`config.mk`:
```
export PLATFORM = sky130hd
export DESIGN_NAME = pipelined_alu
export DESIGN_NICKNAME = d
export VERILOG_FILES = /design/src/rtl/pipelined_alu.sv
export SDC_FILE = /design/constraint.sdc
export NUM_CORES = 1
export LEC_CHECK = 0
export CAP_MARGIN = 20
export CELL_PAD_IN_SITES_DETAIL_PLACEMENT = 0
export CELL_PAD_IN_SITES_GLOBAL_PLACEMENT = 1
export CORE_ASPECT_RATIO = 0.6
export CORE_MARGIN = 1.5
export CORE_UTILIZATION = 44
export DETAILED_ROUTE_END_ITERATION = 10
export PLACE_DENSITY_LB_ADDON = 0.08
export REMOVE_ABC_BUFFERS = 1
export SLEW_MARGIN = 5
export SYNTH_ARGS = -nofsm -noshare
export SYNTH_HDL_FRONTEND = slang
export SYNTH_SLANG_ARGS = --single-unit
```
`constraint.sdc`:
```
create_clock -name clk -period 4.6 [get_ports clk]
set_input_delay 0.46 -clock clk [delete_from_list [all_inputs] [get_ports clk]]
set_output_delay 0.46 -clock clk [all_outputs]
set_load 0.05 [all_outputs]
```
`src/rtl/pipelined_alu.sv`:
```
// Two-stage valid/ready pipelined ALU: S1 registers the request, S2 registers result and flags.
// Define PIPE_ALU_SHIFT_EN to build the SLL/SRL/SRA shifter; without it those opcodes are illegal.
module pipelined_alu #(
    parameter int N = 32
) (
    input  logic         clk,
    input  logic         rst,
    input  logic         in_valid,
    output logic         in_ready,
    input  logic [3:0]   op,
    input  logic [N-1:0] a,
    input  logic [N-1:0] b,
    output logic         out_valid,
    input  logic         out_ready,
    output logic [N-1:0] w,
    output logic         zero,
    output logic         neg,
    output logic         carry,
    output logic         ovf,
    output logic         illegal
);
    localparam int STAGES = 2;

`ifdef PIPE_ALU_SHIFT_EN
    localparam int SHW = $clog2(N);
`endif

    typedef struct packed {
        logic [3:0]   op;
        logic [N-1:0] a;
        logic [N-1:0] b;
    } req_t;

    typedef struct packed {
        logic [N-1:0] w;
        logic         zero;
        logic         neg;
        logic         carry;
        logic         ovf;
        logic         illegal;
    } res_t;

    // Idle result presented after reset: w=0 so zero=1, all other flags clear.
    localparam res_t RES_RST = {{N{1'b0}}, 1'b1, 4'b0000};

    logic [STAGES:1] vld_pipe_q, vld_pipe_d;
    req_t            req_q, req_d;
    res_t            res_q, res_d, res_c;
    logic            adv2, accept, move;
    logic [N:0]      sum_ext, dif_ext;

    assign adv2     = !vld_pipe_q[2] || out_ready;
    assign in_ready = !vld_pipe_q[1] || adv2;
    assign accept   = in_valid && in_ready;
    assign move     = vld_pipe_q[1] && adv2;

    // Carry-out of the add, and no-borrow of the subtract as a + ~b + 1.
    assign sum_ext = {1'b0, req_q.a} + {1'b0, req_q.b};
    assign dif_ext = {1'b0, req_q.a} + {1'b0, ~req_q.b} + {{N{1'b0}}, 1'b1};

    always_comb begin
        res_c = '0;
        case (req_q.op)
            4'b0000: begin
                res_c.w     = sum_ext[N-1:0];
                res_c.carry = sum_ext[N];
                res_c.ovf   = (req_q.a[N-1] == req_q.b[N-1]) && (sum_ext[N-1] != req_q.a[N-1]);
            end
            4'b0001: begin
                res_c.w     = dif_ext[N-1:0];
                res_c.carry = dif_ext[N];
                res_c.ovf   = (req_q.a[N-1] != req_q.b[N-1]) && (dif_ext[N-1] != req_q.a[N-1]);
            end
            4'b0010: res_c.w = req_q.a & req_q.b;
            4'b0011: res_c.w = req_q.a | req_q.b;
            4'b0100: res_c.w = req_q.a ^ req_q.b;
            4'b0101: res_c.w = {{(N-1){1'b0}}, $signed(req_q.a) < $signed(req_q.b)};
            4'b0110: res_c.w = {{(N-1){1'b0}}, req_q.a < req_q.b};
`ifdef PIPE_ALU_SHIFT_EN
            4'b1000: res_c.w = req_q.a << req_q.b[SHW-1:0];
            4'b1001: res_c.w = req_q.a >> req_q.b[SHW-1:0];
            4'b1010: res_c.w = $unsigned($signed(req_q.a) >>> req_q.b[SHW-1:0]);
`endif
            default: res_c.illegal = 1'b1;
        endcase
        res_c.zero = (res_c.w == '0);
        res_c.neg  = res_c.w[N-1];
    end

    // S2 loads whenever it is free or draining; its data only changes on an S1->S2 move.
    always_comb begin
        vld_pipe_d[1] = accept || (vld_pipe_q[1] && !move);
        vld_pipe_d[2] = adv2 ? vld_pipe_q[1] : vld_pipe_q[2];
        req_d         = accept ? {op, a, b} : req_q;
        res_d         = move ? res_c : res_q;
    end

    always_ff @(posedge clk or posedge rst) begin
        if (rst) begin
            vld_pipe_q <= '0;
            req_q      <= '0;
            res_q      <= RES_RST;
        end else begin
            vld_pipe_q <= vld_pipe_d;
            req_q      <= req_d;
            res_q      <= res_d;
        end
    end

    assign out_valid = vld_pipe_q[2];
    assign w         = res_q.w;
    assign zero      = res_q.zero;
    assign neg       = res_q.neg;
    assign carry     = res_q.carry;
    assign ovf       = res_q.ovf;
    assign illegal   = res_q.illegal;
endmodule

```
# Yosys cells after proc, flatten, opt, wreduce, memory -nomap -nowiden

Cells that the tools add are included.

Flip-flop bits (word level): 107
Output and inout bits: 39

Magnitude comparators: 2
Reduce and logical (&&, ||, !) cells: 14
Equal/unequal tests: 10
$add $sub $neg: 3
Bitwise logic cells: 4
Mux-type cells: 3

Operators by type and width:

| kind                  | count |
|---|---|
| $pmux 32 s7           | 1 |
| $add 32x32->33        | 2 |
| $lt 32x32->1          | 2 |
| $add 33x1->33 const B | 1 |
| $and 32x32->32        | 1 |
| $logic_not 32->1      | 1 |
| $not 32->32           | 1 |
| $or 32x32->32         | 1 |
| $xor 32x32->32        | 1 |
| $eq 4x3->1 const B    | 3 |
| $eq 4x2->1 const B    | 2 |
| $reduce_or 7->1       | 1 |
| $logic_and 1x1->1     | 5 |
| $eq 4x1->1 const B    | 1 |
| $logic_not 4->1       | 1 |
| $pmux 2 s2            | 1 |
| $logic_not 1->1       | 3 |
| $logic_or 1x1->1      | 3 |
| $ne 1x1->1            | 3 |
| $eq 1x1->1            | 1 |
| $mux 1                | 1 |

# Logic depth before layout (Yosys ltp)

Depth after elaboration: 6
Mapped depth: 14

# Worst setup path before layout

OpenSTA, ideal clock, no wires.

Path kind: register -> register
From: reg req_q[0] (netlist bit)
To: reg res_q (netlist bit zero)
Slack: 1.184 ns
Cell stages (with the launch flop): 15
Library setup time: 0.061 ns
Clock period less this slack: 3.416 ns
Arrival: 3.354 ns
Path buffers: 0
Cells stage by stage: dfrtp_1 > ha_1 > inv_1 > fa_1 > nand2b_1 > a21o_1 > a2111oi_1 > o211a_1 > o21ai_0 > and4_1 > or4b_1 > nor4_1 > nand4_1 > nor2_1 > a22o_1

Word-level cells in the longest chain between the ends: 5
Elaborated cells on any way between the ends: 11
Classes of those cells: add/sub: 3; order compare: 2; mux: 1; bitwise: 4; reduce/logical: 1

RTL lines:

| item                   | line | source |
|---|---|---|
| from (decl)            | 47   | `req_t req_q, req_d;` |
| from (signal assigned) | 105  | `req_q <= req_d;` |
| $not 32->32            | 59   | `assign dif_ext = {1'b0, req_q.a} + {1'b0, ~req_q.b} + {{N{1'b0}}, 1'b1};` |
| $add 32x32->33         | 59   |  |
| $add 33x1->33          | 59   |  |
| $pmux 32 s7 *          | 63   | `case (req_q.op)` |
| $logic_not 32->1 *     | 86   | `res_c.zero = (res_c.w == '0);` |
| to (signal assigned)   | 106  | `res_q <= res_d;` |
| to (decl)              | 48   | `res_t res_q, res_d, res_c;` |

Every way passes the cells marked *; elsewhere a longest branch is shown, timed or not.
A chain may end at the register's enable or synchronous reset.

# Worst setup path in the final report

From: reg req_q[12] (netlist bit)
To: reg res_q (netlist bit ovf)

Word-level cells in the longest chain between the ends: 6
Elaborated cells on any way between the ends: 9
Classes of those cells: add/sub: 3; eq/ne: 2; mux: 1; bitwise: 1; reduce/logical: 2

RTL lines:

| item              | line | source |
|---|---|---|
| $not 32->32       | 59   |  |
| $add 32x32->33    | 59   |  |
| $add 33x1->33     | 59   |  |
| $ne 1x1->1        | 72   | `res_c.ovf = (req_q.a[N-1] != req_q.b[N-1]) && (dif_ext[N-1] != req_q.a[N-1]);` |
| $logic_and 1x1->1 | 72   |  |
| $pmux 2 s2 *      | 63   |  |

Marks and branches as above.

==> metrics.txt <==
Met3 Wirelength=3920 um; Tcrit/Tclk final=0.924; total wire length=35300 um; TritonRoute pass-1 iters=6; overall power=0.00509 W; CTS root buf=clkbuf_16; Via density=6.12; Critical Path RT=4.88 ns; Iter 0 DRT Violations=1166; PwrDens=434 nW/um^2; final setup TNS=0 ns; Area growth syn-to-layout=16.4%; synth warn=0; Vert. Die Dim=120 um; Synth cell types=96; vias in the first global route=8701; Reg power frac=0.247; Internal Power=0.00260 W; Ports=111; Avg Cell Area, Syn=8.58 um^2; Worst-Skew Late Latency=0.39 ns; status=finished, final reports clean; crit path max fanout=10; Starting Density=0.453; global-route wire length before repair=53500 um; Final #Nets=1429; max-cap violation count=0; Resize count post-CTS=0; initial antenna violation count=0; number of port buffers=110; FP Rows=42; maximum VDD drop=240 uV; hold_buf cts=0; DRC Markers=0; metal1 wirelength=18600 um; Die ar.=23800 um^2; Yosys top cell by area=dfrtp_1; Arr. time, crit path=4.52 ns; TritonCTS buffer count=9; Post-synth EDFFs=0; FF+latch count, synth=106; metal2 WL=12400 um; core outline area=22200 um^2; routed via count=9601; Worst slew margin=0.261; Startpoint Class=flop; post-CTS setup buffer count=0; Combinational Power Share=0.589; Lkg Pwr=5.10 nW; Synth area leaders=dfrtp_1, ha_1, mux2_2, a21oi_1, inv_1; Top Metal Used=met4; setup violators final=0; Final Critical Period=4.25 ns; Inserted Diodes=0; synth cell count leaders=dfrtp_1, inv_1, ha_1; share of post-route cells with drive strength above 1=0.133; Final Skew=0.0170 ns; Net Sw Frac=0.488; antenna-violating nets left=0; crit path kind=reg -> reg; Seq/Total Area, Yosys=0.264; most frequent cell after synthesis=dfrtp_1; max-slew violations=0; Worst-path clk slew=0.08 ns; Net Sw Power=0.00248 W; synthesized cell area=10100 um^2; CTS Buffer Depth=2; Fin. Hold Viols=0; Main synth FF type=dfrtp_1; H-tree levels=3; Worst setup EP type=flop; gate count of the mapped netlist=1174; ys async rst share=1.00; Clock Power Share=0.164; Max Fclk=235 MHz; gpl congestion=0.982; DP Worst Slack=0.488 ns; Layout Utilization=0.527; hold crit path type=in -> async; worst slew pin tran=1.08 ns; top-area cell type share of the netlist area=0.261; dpl hpwl=26900 um; drt wl/cell=22.5 um; GRT Total Usage=0.300; total grt overflow=0; die width=198 um; largest net degree at the start of global routing=84; RSZ-0062 raised after global routing=false; CTS tree=built; TritonCTS Sinks=106; setup slack after layout=0.351 ns
[power by group through the flow]
stage | registers (W) | logic, W | clock network [W]
finish | 0.00126 | 0.00299 | 0.000836
detailed placement | 0.00127 | 0.00289 | 0
global route | 0.00128 | 0.00320 | 0.000890
global placement | 0.00126 | 0.00292 | 0
floorplan | 0.00149 | 0.00169 | 0
CTS | 0.00126 | 0.00291 | 0.000859
[cell families after synthesis]
kind of cell / count (synthesis) / share of synthesized area
muxes: 74 / 0.0839
AOI/OAI and AO/OA: 389 / 0.274
buffers and inverters: 168 / 0.0788
adders and majority gates: 100 / 0.126
and+or+nand+nor: 333 / 0.170
xor gates and xnor gates: 4 / 0.00348
DFF: 106 / 0.264
[through the flow]
stage / hold slack [ns] / area (um^2) / cells
6_report: 0.469 / 11700 / 1570
5_1_grt: 0.501 / 11700 / 1570
4_1_cts: 0.474 / 11700 / 1569
3_5_place_dp: 0.458 / 11400 / 1553
3_3_place_gp: 0.453 / 11400 / 1553
2_1_floorplan: 0.491 / 9660 / 1109
[routing by layer]
metal / vias to the layer above / GRT usage
met5: - / 0
met1: 4603 / 0.492
met4: 0 / 0.0534
li1: 4464 / -
met3: 28 / 0.0987
met2: 506 / 0.363
[final cells by class]
| type | count | area (um^2) |
|---|---|---|
| Fill cell | 2125 | 10500 |
| Inverter | 103 | 389 |
| Tap cell | 308 | 385 |
| Multi-Input combinational cell | 900 | 6650 |
| Timing Repair Buffer | 137 | 1340 |
| Clock inverter | 6 | 73.8 |
| Clock buffer | 10 | 229 |
| Sequential cell | 106 | 2650 |
[layout by cell type (no fill, tap or decap), types with 18 or more instances in the layout]
cell type / netlist / layout
o21ai_0: 71 / 71
nand2_1: 85 / 84
mux2_2: 70 / 70
a211oi_1: 21 / 21
o211ai_1: 22 / 22
nand3_1: 18 / 18
nor2_1: 76 / 76
ha_1: 98 / 98
buf_4: 3 / 25
clkdlybuf4s50_1: 0 / 110
nor3_1: 27 / 26
inv_1: 102 / 101
dfrtp_1: 105 / 105
a21oi_1: 88 / 88
[worst paths after layout]
path                       slack, ns               endpoint                   from  cells after the start
setup / recovery                0.35        ovf$_DFFE_PP0P_  req_q[12]$_DFFE_PP0P_                     11
hold / removal                  0.47   req_q[9]$_DFFE_PP0P_                    rst                      2
setup reg to reg                0.35        ovf$_DFFE_PP0P_  req_q[12]$_DFFE_PP0P_                     11
hold reg to reg                 0.47      w[25]$_DFFE_PP0P_      w[25]$_DFFE_PP0P_                      2
max in group asynchronous       3.37  req_q[29]$_DFFE_PP0P_                    rst                      3
min in group clk                0.47      w[25]$_DFFE_PP0P_      w[25]$_DFFE_PP0P_                      2
[critical path, stage by stage, from the launching register on]
cell	delay, ns
dfrtp_1	0.38
inv_1	0.07
ha_1	0.49
nand4_1	0.41
nor3_1	0.39
o31ai_2	0.21
a31oi_1	0.36
nor4b_1	0.68
o32a_1	0.29
nor2_1	0.05
mux4_1	0.53
mux2_2	0.27
[sequential cells by signal, summed over array words and instances (netlist names)]
signal      cells
illegal         1
w              32
req_q          68
carry           1
ovf             1
vld_pipe_q      2
zero            1
(Power assumes the default switching activity.)
